File: config.mk
export PLATFORM = sky130hd
export DESIGN_NAME = mux8_rr_arbiter_flat
export DESIGN_NICKNAME = d
export VERILOG_FILES = /design/src/rtl/mux8_rr_arbiter_pkg.sv /design/src/rtl/mux8_rr_arbiter_if.sv /design/src/rtl/mux8_rr_arbiter_rr_pick8.sv /design/src/rtl/mux8_rr_arbiter.sv /design/src/flat_wrapper.sv
export SDC_FILE = /design/constraint.sdc
export NUM_CORES = 1
export LEC_CHECK = 0
export ABC_AREA = 0
export BUFFER_PORTS_ARGS = -buffer_cell sky130_fd_sc_hd__buf_2
export CAP_MARGIN = 10
export CORE_UTILIZATION = 30
export DETAILED_ROUTE_END_ITERATION = 16
export GPL_ROUTABILITY_DRIVEN = 0
export SLEW_MARGIN = 20
export SYNTH_ARGS = -nofsm -noshare
export SYNTH_HDL_FRONTEND = slang
export SYNTH_SLANG_ARGS = --single-unit
File: constraint.sdc
create_clock -name clk -period 3.6 [get_ports clk]
set_input_delay 0 -clock clk [delete_from_list [all_inputs] [get_ports clk]]
set_output_delay 0 -clock clk [all_outputs]
set_load 0.02 [all_outputs]
File: src/rtl/mux8_rr_arbiter_pkg.sv
// Shared types and constants for the 8-way round-robin mux arbiter.
package mux_arb_pkg;

  localparam int NUM_REQ = 8;
  localparam int SEL_W   = 3;
  localparam int CNT_W   = 8;

  typedef enum logic {
    IDLE = 1'b0,
    OWN  = 1'b1
  } arb_state_t;

  typedef logic [SEL_W-1:0]   sel_t;
  typedef logic [NUM_REQ-1:0] req_vec_t;
  typedef logic [CNT_W-1:0]   cnt_t;

  // One-hot vector with only bit idx set.
  function automatic req_vec_t onehot(input sel_t idx);
    req_vec_t v;
    v      = '0;
    v[idx] = 1'b1;
    return v;
  endfunction

  // Index following idx, wrapping 7 -> 0 through the natural 3-bit overflow.
  function automatic sel_t next_idx(input sel_t idx);
    return idx + sel_t'(1);
  endfunction

endpackage

File: src/rtl/mux8_rr_arbiter_if.sv
// Bus bundle between the requesters and the arbiter/mux.
//
// Handshake: requester i holds req[i] high for the whole burst. While i owns
// the mux (gnt[i]=1), every cycle with req[i]=1 is an accepted beat carrying
// din[i]; last[i]=1 in such a cycle marks that beat as the final one. The beat
// shows up on dout with dout_vld=1 one cycle later. Dropping req[i] while
// owning ends the burst without a beat. req/last/din of non-owners are ignored
// until they win arbitration.
interface mux8_rr_arbiter_if;
  import mux_arb_pkg::*;

  req_vec_t   req;
  req_vec_t   last;
  req_vec_t   din;
  req_vec_t   gnt;
  sel_t       sel;
  logic       busy;
  logic       dout;
  logic       dout_vld;

  // Internal state made visible for checkers.
  arb_state_t state_dbg;
  sel_t       ptr_dbg;
  cnt_t       hold_cnt_dbg;

  modport master (
    output req, last, din,
    input  gnt, sel, busy, dout, dout_vld, state_dbg, ptr_dbg, hold_cnt_dbg
  );

  modport slave (
    input  req, last, din,
    output gnt, sel, busy, dout, dout_vld, state_dbg, ptr_dbg, hold_cnt_dbg
  );

endinterface

File: src/rtl/mux8_rr_arbiter_rr_pick8.sv
// Rotating priority encoder: finds the first set request at or after ptr,
// wrapping from 7 back to 0.
module rr_pick8
  import mux_arb_pkg::*;
(
  input  req_vec_t req,
  input  sel_t     ptr,
  output sel_t     idx,
  output logic     found
);

  // Scan from the farthest offset toward ptr so the nearest hit is written last.
  always_comb begin
    idx   = '0;
    found = 1'b0;
    for (int i = NUM_REQ - 1; i >= 0; i--) begin
      if (req[ptr + sel_t'(i)]) begin
        idx   = ptr + sel_t'(i);
        found = 1'b1;
      end
    end
  end

endmodule

File: src/rtl/mux8_rr_arbiter.sv
// Round-robin arbiter and sequencer for a shared 8:1 single-bit mux path.
// Grants one requester at a time, holds the grant for a burst, and registers
// the selected data bit. Every release is followed by one idle cycle.
module mux8_rr_arbiter
  import mux_arb_pkg::*;
#(
  parameter int MAX_HOLD = 16  // legal range 1..255
) (
  input  logic                clk,
  input  logic                rst_n,
  mux8_rr_arbiter_if.slave    bus
);

  localparam cnt_t MAX_HOLD_C = cnt_t'(MAX_HOLD);

  arb_state_t state_q, state_d;
  req_vec_t   gnt_q, gnt_d;
  sel_t       sel_q, sel_d;
  sel_t       ptr_q, ptr_d;
  cnt_t       hold_cnt_q, hold_cnt_d;
  logic       busy_q, busy_d;
  logic       dout_q, dout_d;
  logic       dout_vld_q, dout_vld_d;

  sel_t       pick_idx;
  logic       pick_found;
  logic       own_req;
  logic       own_last;
  logic       at_limit;
  logic       release_now;

  rr_pick8 u_pick (
    .req   (bus.req),
    .ptr   (ptr_q),
    .idx   (pick_idx),
    .found (pick_found)
  );

  // Owner-side view of the bus; only meaningful while in OWN.
  assign own_req     = bus.req[sel_q];
  assign own_last    = bus.last[sel_q];
  assign at_limit    = (hold_cnt_q == MAX_HOLD_C);
  // Last beat, request drop and timeout all collapse into one release.
  assign release_now = !own_req || own_last || at_limit;

  // Next-state and next-output logic for the IDLE/OWN sequencer.
  always_comb begin
    state_d    = state_q;
    gnt_d      = gnt_q;
    sel_d      = sel_q;
    ptr_d      = ptr_q;
    hold_cnt_d = hold_cnt_q;
    busy_d     = busy_q;
    dout_d     = dout_q;
    dout_vld_d = 1'b0;

    case (state_q)
      IDLE: begin
        if (pick_found) begin
          state_d    = OWN;
          gnt_d      = onehot(pick_idx);
          sel_d      = pick_idx;
          busy_d     = 1'b1;
          hold_cnt_d = cnt_t'(1);
        end
      end

      OWN: begin
        if (own_req) begin
          dout_d     = bus.din[sel_q];
          dout_vld_d = 1'b1;
        end
        if (release_now) begin
          state_d    = IDLE;
          gnt_d      = '0;
          busy_d     = 1'b0;
          // Moving past the owner gives it lowest priority next time.
          ptr_d      = next_idx(sel_q);
          hold_cnt_d = '0;
        end else begin
          hold_cnt_d = hold_cnt_q + cnt_t'(1);
        end
      end

      default: begin
        state_d = IDLE;
        gnt_d   = '0;
        busy_d  = 1'b0;
      end
    endcase
  end

  // State and output registers; reset discards any burst in flight.
  always_ff @(posedge clk or negedge rst_n) begin
    if (!rst_n) begin
      state_q    <= IDLE;
      gnt_q      <= '0;
      sel_q      <= '0;
      ptr_q      <= '0;
      hold_cnt_q <= '0;
      busy_q     <= 1'b0;
      dout_q     <= 1'b0;
      dout_vld_q <= 1'b0;
    end else begin
      state_q    <= state_d;
      gnt_q      <= gnt_d;
      sel_q      <= sel_d;
      ptr_q      <= ptr_d;
      hold_cnt_q <= hold_cnt_d;
      busy_q     <= busy_d;
      dout_q     <= dout_d;
      dout_vld_q <= dout_vld_d;
    end
  end

  assign bus.gnt          = gnt_q;
  assign bus.sel          = sel_q;
  assign bus.busy         = busy_q;
  assign bus.dout         = dout_q;
  assign bus.dout_vld     = dout_vld_q;
  assign bus.state_dbg    = state_q;
  assign bus.ptr_dbg      = ptr_q;
  assign bus.hold_cnt_dbg = hold_cnt_q;

endmodule

File: src/flat_wrapper.sv
// flat-port wrapper written by rule: the top's interface ports become plain ports
module mux8_rr_arbiter_flat import mux_arb_pkg::*;
#(
  parameter int MAX_HOLD = 16                       
)
  (clk, rst_n, bus_req, bus_last, bus_din, bus_gnt, bus_sel, bus_busy, bus_dout, bus_dout_vld, bus_state_dbg, bus_ptr_dbg, bus_hold_cnt_dbg);
  mux8_rr_arbiter_if bus_i ();
  input  logic clk;
  input  logic rst_n;
  input wire logic [$bits(bus_i.req)-1:0] bus_req;
  input wire logic [$bits(bus_i.last)-1:0] bus_last;
  input wire logic [$bits(bus_i.din)-1:0] bus_din;
  output wire logic [$bits(bus_i.gnt)-1:0] bus_gnt;
  output wire logic [$bits(bus_i.sel)-1:0] bus_sel;
  output wire logic [$bits(bus_i.busy)-1:0] bus_busy;
  output wire logic [$bits(bus_i.dout)-1:0] bus_dout;
  output wire logic [$bits(bus_i.dout_vld)-1:0] bus_dout_vld;
  output wire logic [$bits(bus_i.state_dbg)-1:0] bus_state_dbg;
  output wire logic [$bits(bus_i.ptr_dbg)-1:0] bus_ptr_dbg;
  output wire logic [$bits(bus_i.hold_cnt_dbg)-1:0] bus_hold_cnt_dbg;
  assign bus_i.req = bus_req;
  assign bus_i.last = bus_last;
  assign bus_i.din = bus_din;
  assign bus_gnt = bus_i.gnt;
  assign bus_sel = bus_i.sel;
  assign bus_busy = bus_i.busy;
  assign bus_dout = bus_i.dout;
  assign bus_dout_vld = bus_i.dout_vld;
  assign bus_state_dbg = bus_i.state_dbg;
  assign bus_ptr_dbg = bus_i.ptr_dbg;
  assign bus_hold_cnt_dbg = bus_i.hold_cnt_dbg;
  mux8_rr_arbiter #(.MAX_HOLD(MAX_HOLD)) u_core (.clk(clk), .rst_n(rst_n), .bus(bus_i));
endmodule
==> flow_summary.ini <==
[detailed_routing]
wirelength_mm = 5.344
viasPerCell = 5.418
top_layer = met4
wl_met2_mm = 2.470
dr.pass1.iters = 6
wl_per_cell_um = 14.80
drt-met1-wl_mm = 2.550
first_iter_violations = 141
vias = 1956
drc = 0
met3_wirelength_um = 304
ant_nets = 0

[global_routing]
grt_pass1_wl_mm = 8.921
grt_start_max_net_pins = 27
grt_pass1_vias = 1799
grt-ovfl-total = 0
antenna_found_initial = 0
grt_use_total = 0.1451

[cells_and_area]
finalNetCount = 297
area_growth_pct = 19.19
seq_area_sq_um = 650.6
drive_above_1_share = 0.3170
diodes = 0
multiInputGateArea_sq_um = 1459
n_fill_cell = 702

[worst_setup_path]
required_ns = 3.75
critPathLaunchType = register
cpMaxStageDelayCell = nor4_1
crit_path_cell_trace = inv_1 -> ha_1 -> buf_4 -> mux4_2 -> nor4_1 -> nand3b_1 -> nor2b_1 -> nor3b_2 -> a32o_1
criticalPathCategory = reg -> reg
cp.arrival_ns = 3.11
slowest_delay_ns = 0.44
cp-end-kind = register
critPathMaxFanout = 8

[yosys]
netlist.area_leader.share = 0.2961
async_reset_ff_frac = 1.000
avgSynthCellArea_sq_um = 10.08
synth_seq_cells = 26
yosysTopAreaCell = dfrtp_1
yosys_warnings = 0
syn-num-nets = 249
synth.most_common_cell = dfrtp_1
synth_edf_count = 0
synth_common_cells = dfrtp_1 (26), mux2i_1 (15), nand2_1 (15), nor2_1 (15)
synth_area_leaders = dfrtp_1 (30%), mux4_2 (13%), mux2i_1 (6.8%)
syn-cell-area_sq_um = 2197
ys_seq_area_frac = 0.2961
netlist_instances = 218
synth_top_flop_cell = dfrtp_1
synth_cell_type_count = 55

[clock_network]
cts_tree = built
clock_latency_ns = 0.27
ctsRootBufferMaster = clkbuf_8
cts_buffers = 3
cts_setup_buffers = 0
cts.sinks = 26
cts_hold_buf = 1
h-tree-depth = 1
clockBufferDepth = 2
cts_resized = 0
clk_pin_slew_ns = 0.09

[floorplanning]
rows = 30
start_util = 0.3164
fp.coreArea_sq_um = 6944
die_w_um = 87.58
boundaryPins = 52
fp.dieH_um = 87.58
die-area_sq_um = 7670

[timing]
rsz0062_at_grt = no
tns_ns = 0
setup_ws_ns = 0.6442
relSlewSlack = 0.5679
maxSlewViolCount = 0
setup-violations-final = 0
period_share = 0.8211
min_period_ns = 2.956
fin_skew_ns = 0.007793
worst_pin_slew_ns = 0.6482
fmax_mhz = 338.3
hold_viol_final = 0

[run_status]
status = finished clean

[power]
p_per_area_nw_per_um2 = 1029
vdd_drop_max_v = 0.0003293
swShare = 0.4859
p_seq_frac = 0.195
p_switching_mw = 1.309
p_clk_frac = 0.087
internal-power_mw = 1.385
p_leak_nw = 1.140
p_comb_frac = 0.718

[job]
maxCapViolations = 0

[min_path]
hp-class = in -> reg

[place]
dp_slack_ns = 0.6913
portBuffers = 51
dp_hpwl_mm = 4.044
-- path summary, 6_finish.rpt --
check	startpoint	endpoint	slack, ns	cells after the start
worst max-delay path	u_core.bus.ptr_dbg[1]	u_core.bus.gnt[0]	0.64	9
worst min register to register	u_core.bus.gnt[1]	u_core.bus.gnt[1]	0.48	2
min in group asynchronous	rst_n	u_core.bus.hold_cnt_dbg[5]	0.26	2
max in group asynchronous	rst_n	u_core.bus.gnt[6]	2.95	2
worst min-delay path	bus_din[0]	u_core.bus.dout	0.25	4
worst max register to register	u_core.bus.ptr_dbg[1]	u_core.bus.gnt[0]	0.64	9
-- flip-flops by register name (all words and copies together) (netlist names) --
register / count
u_core.bus.busy: 1
u_core.bus.dout: 1
u_core.bus.dout_vld: 1
u_core.bus.gnt: 8
u_core.bus.hold_cnt_dbg: 8
u_core.bus.ptr_dbg: 3
u_core.bus.sel: 3
u_core.bus.state_dbg: 1
-- metal layers --
layer | global-route usage | vias up
met5 | 0 | -
met4 | 0.01341 | 0
met3 | 0.02168 | 2
met2 | 0.2301 | 59
met1 | 0.2177 | 947
li1 | - | 948
-- cell families (layout without fill, tap and decap cells) --
group	after synthesis	after routing	share of synthesized area
DFF	26	26	0.2961
buffers and inverters	20	67	0.03986
xor gates and xnor gates	6	6	0.02392
AOI/OAI and AO/OA	56	56	0.1777
muxes	40	40	0.2836
adders and majority gates	5	5	0.02847
and+or+nand+nor	65	65	0.1503
-- power by group through the flow --
stage | Sequential [mW] | Clock (mW) | Combinational (mW)
2_1_floorplan | 0.558 | 0 | 1.48
3_3_place_gp | 0.533 | 0 | 1.92
3_5_place_dp | 0.532 | 0 | 1.92
4_1_cts | 0.526 | 0.242 | 1.93
5_1_grt | 0.546 | 0.254 | 2.12
6_report | 0.525 | 0.235 | 1.93
-- through the flow --
stage	instances	util	instance area (sq um)	total power, mW	hold slack [ns]
after CTS	361	0.3771	2619	2.700	0.2611
after global routing	361	0.3771	2619	2.917	0.2758
after detailed placement	356	0.3654	2537	2.453	0.03365
after global placement	356	0.3654	2537	2.451	0.03595
final	361	0.3771	2619	2.694	0.2539
after floorplan	218	-	2197	2.036	-0.2956
-- critical path: cells and delay by family (launching register included) --
kind | cells | cell delay (ns)
multiplexers | 1 | 0.36
adder cells (fa/ha/maj) | 1 | 0.42
flip-flops | 1 | 0.36
AND/OR/NAND/NOR | 4 | 1.13
buffers and inverters | 2 | 0.29
AO/OA/AOI/OAI | 1 | 0.26
-- final cells by class --
type / count / share of cell area
clock buffers: 3 / 0.01577
inverters: 8 / 0.01147
multi-input cells: 172 / 0.5571
well taps: 96 / 0.04587
clock inverters: 1 / 0.01147
flip-flops and latches: 26 / 0.2484
repair buffers: 55 / 0.1099
-- cell usage in the layout (no fill, tap or decap), types with 5 or more instances in the layout --
cell type  instances
o21ai_0           11
mux2i_1           15
nor2_1            15
mux2_2             8
nand2_1           15
nand3_1           13
a21oi_1            9
inv_1              7
mux4_2            13
dfrtp_1           26
buf_2             51
ha_1               5
o31ai_1            6
Power figures use the tool's default switching activity.
